## config.mk

```make
export PLATFORM = sky130hd
export DESIGN_NAME = axi_default_slave
export DESIGN_NICKNAME = d
export VERILOG_FILES = /design/src/rtl/axi_default_slave.sv
export SDC_FILE = /design/constraint.sdc
export NUM_CORES = 1
export LEC_CHECK = 0
export ABC_AREA = 1
export CAP_MARGIN = 30
export CORE_ASPECT_RATIO = 1.5
export CORE_MARGIN = 3
export CORE_UTILIZATION = 29
export DETAILED_ROUTE_END_ITERATION = 8
export PLACE_DENSITY = 0.95
export SLEW_MARGIN = 20
export SYNTH_ARGS = -nofsm -noshare
export SYNTH_HDL_FRONTEND = slang
export SYNTH_SLANG_ARGS = --single-unit
```

## constraint.sdc

```tcl
create_clock -name ACLK -period 2.7 [get_ports ACLK]
set_input_delay 0.27 -clock ACLK [delete_from_list [all_inputs] [get_ports ACLK]]
set_output_delay 0.27 -clock ACLK [all_outputs]
set_load 0.02 [all_outputs]
```

## src/rtl/axi_default_slave.sv

```systemverilog
// Default (error) slave for the AXI interconnect.
// It accepts every transaction routed to it, discards any write data, and
// answers with DECERR. The read and write paths are independent and each
// holds at most one transaction. Every output comes straight from a register.

module axi_default_slave #(
    parameter int unsigned WIDTH_CID   = 4,
    parameter int unsigned WIDTH_ID    = 4,
    parameter int unsigned WIDTH_AD    = 32,
    parameter int unsigned WIDTH_DA    = 32,
    parameter int unsigned WIDTH_DS    = WIDTH_DA / 8,
    parameter int unsigned WIDTH_SID   = WIDTH_CID + WIDTH_ID,
    parameter int unsigned WIDTH_BUSER = 1,
    parameter int unsigned WIDTH_RUSER = 1
) (
    input  logic                   ACLK,
    input  logic                   ARESETn,
    // Write address channel
    input  logic [WIDTH_SID-1:0]   AWID,
    input  logic [WIDTH_AD-1:0]    AWADDR,
    input  logic [3:0]             AWLEN,
    input  logic                   AWVALID,
    output logic                   AWREADY,
    // Write data channel
    input  logic [WIDTH_SID-1:0]   WID,
    input  logic [WIDTH_DA-1:0]    WDATA,
    input  logic [WIDTH_DS-1:0]    WSTRB,
    input  logic                   WLAST,
    input  logic                   WVALID,
    output logic                   WREADY,
    // Write response channel
    output logic [WIDTH_SID-1:0]   BID,
    output logic [1:0]             BRESP,
    output logic                   BVALID,
    input  logic                   BREADY,
`ifdef AMBA_AXI_BUSER
    output logic [WIDTH_BUSER-1:0] BUSER,
`endif
    // Read address channel
    input  logic [WIDTH_SID-1:0]   ARID,
    input  logic [WIDTH_AD-1:0]    ARADDR,
    input  logic [3:0]             ARLEN,
    input  logic                   ARVALID,
    output logic                   ARREADY,
    // Read data channel
    output logic [WIDTH_SID-1:0]   RID,
    output logic [WIDTH_DA-1:0]    RDATA,
    output logic [1:0]             RRESP,
    output logic                   RLAST,
    output logic                   RVALID,
`ifdef AMBA_AXI_RUSER
    output logic [WIDTH_RUSER-1:0] RUSER,
`endif
    input  logic                   RREADY
);

    localparam logic [1:0] RespDecErr = 2'b11;
    localparam logic [1:0] RespOkay   = 2'b00;

    typedef enum logic [1:0] {
        WIdle = 2'b00,
        WData = 2'b01,
        WResp = 2'b10
    } w_state_e;

    typedef enum logic [0:0] {
        RIdle = 1'b0,
        RData = 1'b1
    } r_state_e;

    // ------------------------------------------------------------------
    // Write path
    // ------------------------------------------------------------------
    w_state_e             w_state_q, w_state_d;
    logic [WIDTH_SID-1:0] bid_q, bid_d;
    logic                 awready_q, awready_d;
    logic                 wready_q, wready_d;
    logic                 bvalid_q, bvalid_d;
    logic [1:0]           bresp_q, bresp_d;

    // Write FSM next state; the handshake strobes use the registered readies
    // so that nothing is accepted during the first cycle after reset.
    always_comb begin
        w_state_d = w_state_q;
        bid_d     = bid_q;
        case (w_state_q)
            WIdle: begin
                if (AWVALID && awready_q) begin
                    bid_d     = AWID;
                    w_state_d = WData;
                end
            end
            WData: begin
                // Burst length comes from WLAST; AWLEN is not trusted.
                if (WVALID && wready_q && WLAST) begin
                    w_state_d = WResp;
                end
            end
            WResp: begin
                if (BREADY && bvalid_q) begin
                    w_state_d = WIdle;
                end
            end
            default: w_state_d = WIdle;
        endcase
        awready_d = (w_state_d == WIdle);
        wready_d  = (w_state_d == WData);
        bvalid_d  = (w_state_d == WResp);
        bresp_d   = bvalid_d ? RespDecErr : RespOkay;
    end

    // Write state and registered write-channel outputs.
    always_ff @(posedge ACLK or negedge ARESETn) begin
        if (!ARESETn) begin
            w_state_q <= WIdle;
            bid_q     <= '0;
            awready_q <= 1'b0;
            wready_q  <= 1'b0;
            bvalid_q  <= 1'b0;
            bresp_q   <= RespOkay;
        end else begin
            w_state_q <= w_state_d;
            bid_q     <= bid_d;
            awready_q <= awready_d;
            wready_q  <= wready_d;
            bvalid_q  <= bvalid_d;
            bresp_q   <= bresp_d;
        end
    end

    assign AWREADY = awready_q;
    assign WREADY  = wready_q;
    assign BVALID  = bvalid_q;
    assign BID     = bid_q;
    assign BRESP   = bresp_q;

    // ------------------------------------------------------------------
    // Read path
    // ------------------------------------------------------------------
    r_state_e             r_state_q, r_state_d;
    logic [WIDTH_SID-1:0] rid_q, rid_d;
    logic [3:0]           rlen_q, rlen_d;
    logic [3:0]           rcnt_q, rcnt_d;
    logic                 arready_q, arready_d;
    logic                 rvalid_q, rvalid_d;
    logic                 rlast_q, rlast_d;
    logic [1:0]           rresp_q, rresp_d;

    // Read FSM next state; one beat per accepted RREADY until ARLEN+1 beats.
    always_comb begin
        r_state_d = r_state_q;
        rid_d     = rid_q;
        rlen_d    = rlen_q;
        rcnt_d    = rcnt_q;
        case (r_state_q)
            RIdle: begin
                if (ARVALID && arready_q) begin
                    rid_d     = ARID;
                    rlen_d    = ARLEN;
                    rcnt_d    = '0;
                    r_state_d = RData;
                end
            end
            RData: begin
                if (RREADY && rvalid_q) begin
                    if (rlast_q) begin
                        r_state_d = RIdle;
                    end else begin
                        // Cannot wrap: rlast_q stops the count at rlen_q <= 15.
                        rcnt_d = rcnt_q + 4'd1;
                    end
                end
            end
            default: r_state_d = RIdle;
        endcase
        arready_d = (r_state_d == RIdle);
        rvalid_d  = (r_state_d == RData);
        rlast_d   = rvalid_d && (rcnt_d == rlen_d);
        rresp_d   = rvalid_d ? RespDecErr : RespOkay;
    end

    // Read state and registered read-channel outputs.
    always_ff @(posedge ACLK or negedge ARESETn) begin
        if (!ARESETn) begin
            r_state_q <= RIdle;
            rid_q     <= '0;
            rlen_q    <= '0;
            rcnt_q    <= '0;
            arready_q <= 1'b0;
            rvalid_q  <= 1'b0;
            rlast_q   <= 1'b0;
            rresp_q   <= RespOkay;
        end else begin
            r_state_q <= r_state_d;
            rid_q     <= rid_d;
            rlen_q    <= rlen_d;
            rcnt_q    <= rcnt_d;
            arready_q <= arready_d;
            rvalid_q  <= rvalid_d;
            rlast_q   <= rlast_d;
            rresp_q   <= rresp_d;
        end
    end

    assign ARREADY = arready_q;
    assign RVALID  = rvalid_q;
    assign RID     = rid_q;
    assign RLAST   = rlast_q;
    assign RRESP   = rresp_q;
    assign RDATA   = '0;

    // ------------------------------------------------------------------
    // User sidebands and deliberately ignored inputs
    // ------------------------------------------------------------------
`ifdef AMBA_AXI_BUSER
    assign BUSER = '0;
`else
    logic [WIDTH_BUSER-1:0] unused_buser;
    assign unused_buser = '0;
`endif

`ifdef AMBA_AXI_RUSER
    assign RUSER = '0;
`else
    logic [WIDTH_RUSER-1:0] unused_ruser;
    assign unused_ruser = '0;
`endif

    logic unused_inputs;
    assign unused_inputs = ^{AWADDR, AWLEN, WID, WDATA, WSTRB, ARADDR};

endmodule

```

; ---- After elaboration in Yosys (flattened, before gate mapping)
; Index checks and enable logic that the tools add are counted.
[word_totals]
reg_bits = 36
ram_bits = 0
wordCells = 48
mem_count = 0
latch_bits = 0
mem_bits_ro = 0
out_inout_bits = 58
input_bits = 140
[op_classes]
order_cmp = 0
mux = 16
eq_ne = 5
multipliers = 0
n_div = 0
reduce_logical = 11
bitwise = 2
n_shift = 0
add_sub_neg = 1
[ops]
columns = op, n
row1 = two-way mux 4 bit, 5
row2 = two-way mux 2 bit, 5
row3 = case mux 4 bit (2 select lines), 1
row4 = logical AND 1 bit, 7
row5 = case mux 2 bit (3 select lines), 1
row6 = "adder 4 x 1 -> 4 bit, second input constant", 1
row7 = "equality test 2 x 1 -> 1 bit, second input constant", 2
row8 = "equality test 2 bit, second input constant", 2
row9 = equality test 4 bit, 1
row10 = logical NOT 2 bit, 2
row11 = AND reduction 2 bit, 2
row12 = two-way mux 1 bit, 3
row13 = NOT 1 bit, 2
row14 = case mux 1 bit (2 select lines), 1

; ---- Logic depth before layout (Yosys ltp)
[logic_depth]
ltp_word = 6
ltp_mapped = 10

; ---- Least setup slack after synthesis
; Ideal clock, no wire load.
[synth_timing]
path_kind = register to register
start = reg arready_q (netlist: ARREADY)
end = reg rlast_q (netlist: RLAST)
setup_time_ns = 0.115
period_less_slack_ns = 1.366
slack_ns = 1.334
t_required_ns = 2.585
stages_incl_launch_ff = 11
n_path_buf = 1
arrival_ns = 1.250
path_cell_list = dfrtp_1 > nand2_1 > nor2_2 > buf_6 > nand2_2 > nand2_2 > nand3_2 > nand2_2 > inv_4 > nand3_2 > nor2_2
[synth_via]
elab_chain_cells = 5
elab_cells_between_ends = 9
[synth_rtl]
columns = item, line_no
row1 = start: declaration, 144  ; logic arready_q, arready_d;
row2 = start signal: assignment, 198  ; arready_q <= arready_d;
row3 = logical AND 1 bit, 157  ; if (ARVALID && arready_q) begin
row4 = two-way mux 4 bit, 157
row5 = two-way mux 4 bit, 155  ; case (r_state_q)
row6 = named net rlen_d[0], 142  ; logic [3:0] rlen_q, rlen_d;
row7 = equality test 4 bit, 178  ; rlast_d = rvalid_d && (rcnt_d == rlen_d);
row8 = logical AND 1 bit, 178
row9 = named net rlast_d, 146  ; logic rlast_q, rlast_d;
row10 = end signal: assignment, 200  ; rlast_q <= rlast_d;
row11 = end: declaration, 146
; The timed path passes the listed nets, and every way through them passes these cells.
; A chain may end at the register's enable or synchronous reset.

; ---- Final worst setup path
[layout_timing]
start = reg rresp_q[0] (netlist: RRESP[0])
end = out RRESP[0]
[layout_rtl]
columns = item, line_no
row1 = start: declaration, 147  ; logic [1:0] rresp_q, rresp_d;
row2 = start signal: assignment, 192  ; rresp_q <= RespOkay;
row3 = start signal: assignment, 201  ; rresp_q <= rresp_d;
row4 = end: declaration, 48  ; output logic [1:0] RRESP,
; No word-level cell between the ends.

==> results.yml <==
pwr:
  p_leak_uw: 0.00111
  pwr-share-seq: 0.357
  power_density_nw_per_um2: 987
  peakVddDrop_mv: 0.519
  comb_power_share: 0.475
  clkPwrFrac: 0.167
  swShare: 0.383
  intPower_uw: 1360
  netSwitchingPower_uw: 845
worst_setup_path:
  required_ps: 2430
  rr_endpoint: "RLAST$_DFF_PN0_"
  critPathMaxFanout: 7
  rr_startpoint: "RRESP[0]$_DFF_PN0_"
  slowest_delay_ps: 650
  crit_buf_inv: 1
  endpoint_kind: "output port"
  cp_top_family: "buffers and inverters"
  crit_start: "RRESP[0]$_DFF_PN0_"
  start_kind: "flip-flop"
  cp_cell_sequence: "clkdlybuf4s50_1"
  cp_slowest_cell: "clkdlybuf4s50_1"
  crit_arrival_ps: 1410
  worst_r2r_path_depth: 9
  path_class: "flip-flop to output port"
  rrSetupSlack_ps: 1210
yosys:
  ys_types: 22
  synthXorXnorAreaFrac: 0
  synth_top_family_by_area: "simple AND/OR/NAND/NOR gates"
  avgSynthCellArea_um2: 9.31
  post_synth_and_or_nand_nor_area_fraction: 0.235
  synthAdderAreaFrac: 0.00742
  yosysWarnings: 0
  syn_area_um2: 1690
  muxShareOfSynthArea: 0.0535
  yosysSeqAreaShare: 0.475
  synth_compound_area_frac: 0.0178
  synth_cells: 181
  synth_seq_cells: 32
layout:
  n_antenna_cell: 0
  syn_to_final_growth_pct: 32.7
  drive_gt1_frac: 0.152
  nNetsFinal: 377
sta:
  final-hold-violation-count: 0
  fmax_ghz: 0.596
  finalSetupViolCount: 0
  fin_crit_ps: 1680
  layout_setup_ws_ps: 1020
  finalSetupTns_ps: 0
  rsz0062_at_grt: "false"
  finClkSkew_ps: 6.34
  maxSlewViolCount: 0
  period_share: 0.621
clock_tree:
  cts.sinks: 32
  post_cts_resized: 0
  insertion_delay_ps: 280
  holdBufCountCts: 0
  cts_tree: "done"
  clkTransAtPathRegs_ps: 70
  postCtsSetupBuffers: 0
  clockBufferDepth: 2
  cts-root-buf: "clkbuf_8"
  cts_buffers: 5
  htreeDepth: 2
route:
  vias: 1238
  first_pass_iters: 4
  drt_iter0_markers: 44
  routed_wl_um: 3210
  viasPerCell: 4.03
  antenna_left: 0
  drcViolationCount: 0
  wl_per_cell_um: 10.5
worst_hold_path:
  hp-class: "primary input to asynchronous set/reset pin"
outcome:
  status: "finished, final reports clean"
grt:
  grt.overflow.total: 0
  grt_pass1_vias: 1199
  antenna_found_initial: 0
  grt_first_pass_wirelength_um: 5200
  grt_max_degree: 33
  grtUsageTotal: 0.104
placement:
  port_buffers: 53
  post-place-ws_ps: 949
  gp_congestion: 0.785
  hpwl_um: 2510
floorplanning:
  die_w_um: 68.2
  start_util: 0.305
  rows: 33
  die_h_um: 99.4
  io_pins: 198
  die_area_um2: 6780
  design.core.area_um2: 5530
flow_run:
  maxCapViolations: 0
-- power by group through the flow --
stage | registers, uW | logic (uW) | clock network [uW]
6_report | 789 | 1050 | 369
5_1_grt | 814 | 1160 | 400
4_1_cts | 791 | 1060 | 380
3_5_place_dp | 794 | 1060 | 0
3_3_place_gp | 785 | 1030 | 0
2_1_floorplan | 944 | 530 | 0
-- how the worst max path moves through the flow --
stage          slack [ps]         endpoint  depth (start not counted)
6_report             1020         RRESP[0]                          1
2_1_floorplan        1330  RLAST$_DFF_PN0_                         10
5_1_grt               940         RRESP[0]                          1
3_3_place_gp         1010  RLAST$_DFF_PN0_                         10
3_5_place_dp          950  RLAST$_DFF_PN0_                         10
4_1_cts              1000         RRESP[0]                          1
-- metrics by stage --
step                      hold WS, ps  std cells   util  total power [uW]  instance area, um^2
final                             390        307  0.404              2210                 2240
after global routing              424        307  0.404              2380                 2240
after CTS                         399        307  0.404              2240                 2240
after detailed placement          469        299  0.388              1850                 2150
after global placement            466        299  0.388              1820                 2150
after floorplan                 -25.6        212      -              1470                 1800
-- registers in the layout (all words and copies together), names as in the netlist --
register / cells
WREADY: 1
rlen_q: 4
w_state_q: 2
AWREADY: 1
ARREADY: 1
RRESP: 1
RID: 8
BID: 8
BRESP: 1
RLAST: 1
rcnt_q: 4
-- cell families after synthesis --
group           after synthesis
other cells                   1
fa+ha+maj                     1
compound gates                6
mux                           8
flops                        32
simple gates                 79
buf+inv                      54
-- per-layer routing --
metal,share of wire,up-vias,global-route usage,routed length (um)
li1,-,601,-,-
met1,0.40,556,0.113,1270
met2,0.45,77,0.161,1440
met3,0.14,4,0.0588,443
met4,0.016,0,0.0459,50
met5,0,-,0,0
-- Yosys cell counts, drive strengths merged --
library cell | n | area [um^2]
conb | 1 | 3.75
dfrtp | 32 | 801
nand3 | 16 | 105
buf | 38 | 289
a21oi | 1 | 5.00
nor2 | 8 | 51.3
nand2 | 53 | 226
o21ai | 5 | 25.0
inv | 16 | 62.6
or2 | 1 | 6.26
mux2 | 8 | 90.1
nand3b | 1 | 7.51
ha | 1 | 12.5
-- final cells by class --
cell class	instances	area [um^2]
Inverter	16	62.6
Timing Repair Buffer	55	546
Multi-Input combinational cell	126	649
Fill cell	544	3300
Clock buffer	8	90.1
Tap cell	70	87.6
Sequential cell	32	801
-- cells in the final DEF, fill, tap and decap left out, drive strengths merged --
master	n
nand3b	1
ha	1
mux2	8
conb	32
o21ai	5
a21oi	1
buf	2
or2	1
dfrtp	32
clkdlybuf4s50	53
nand3	16
nor2	8
inv	16
nand2	53
clkbuf	8
No activity file was read; power rests on OpenSTA's default activity.
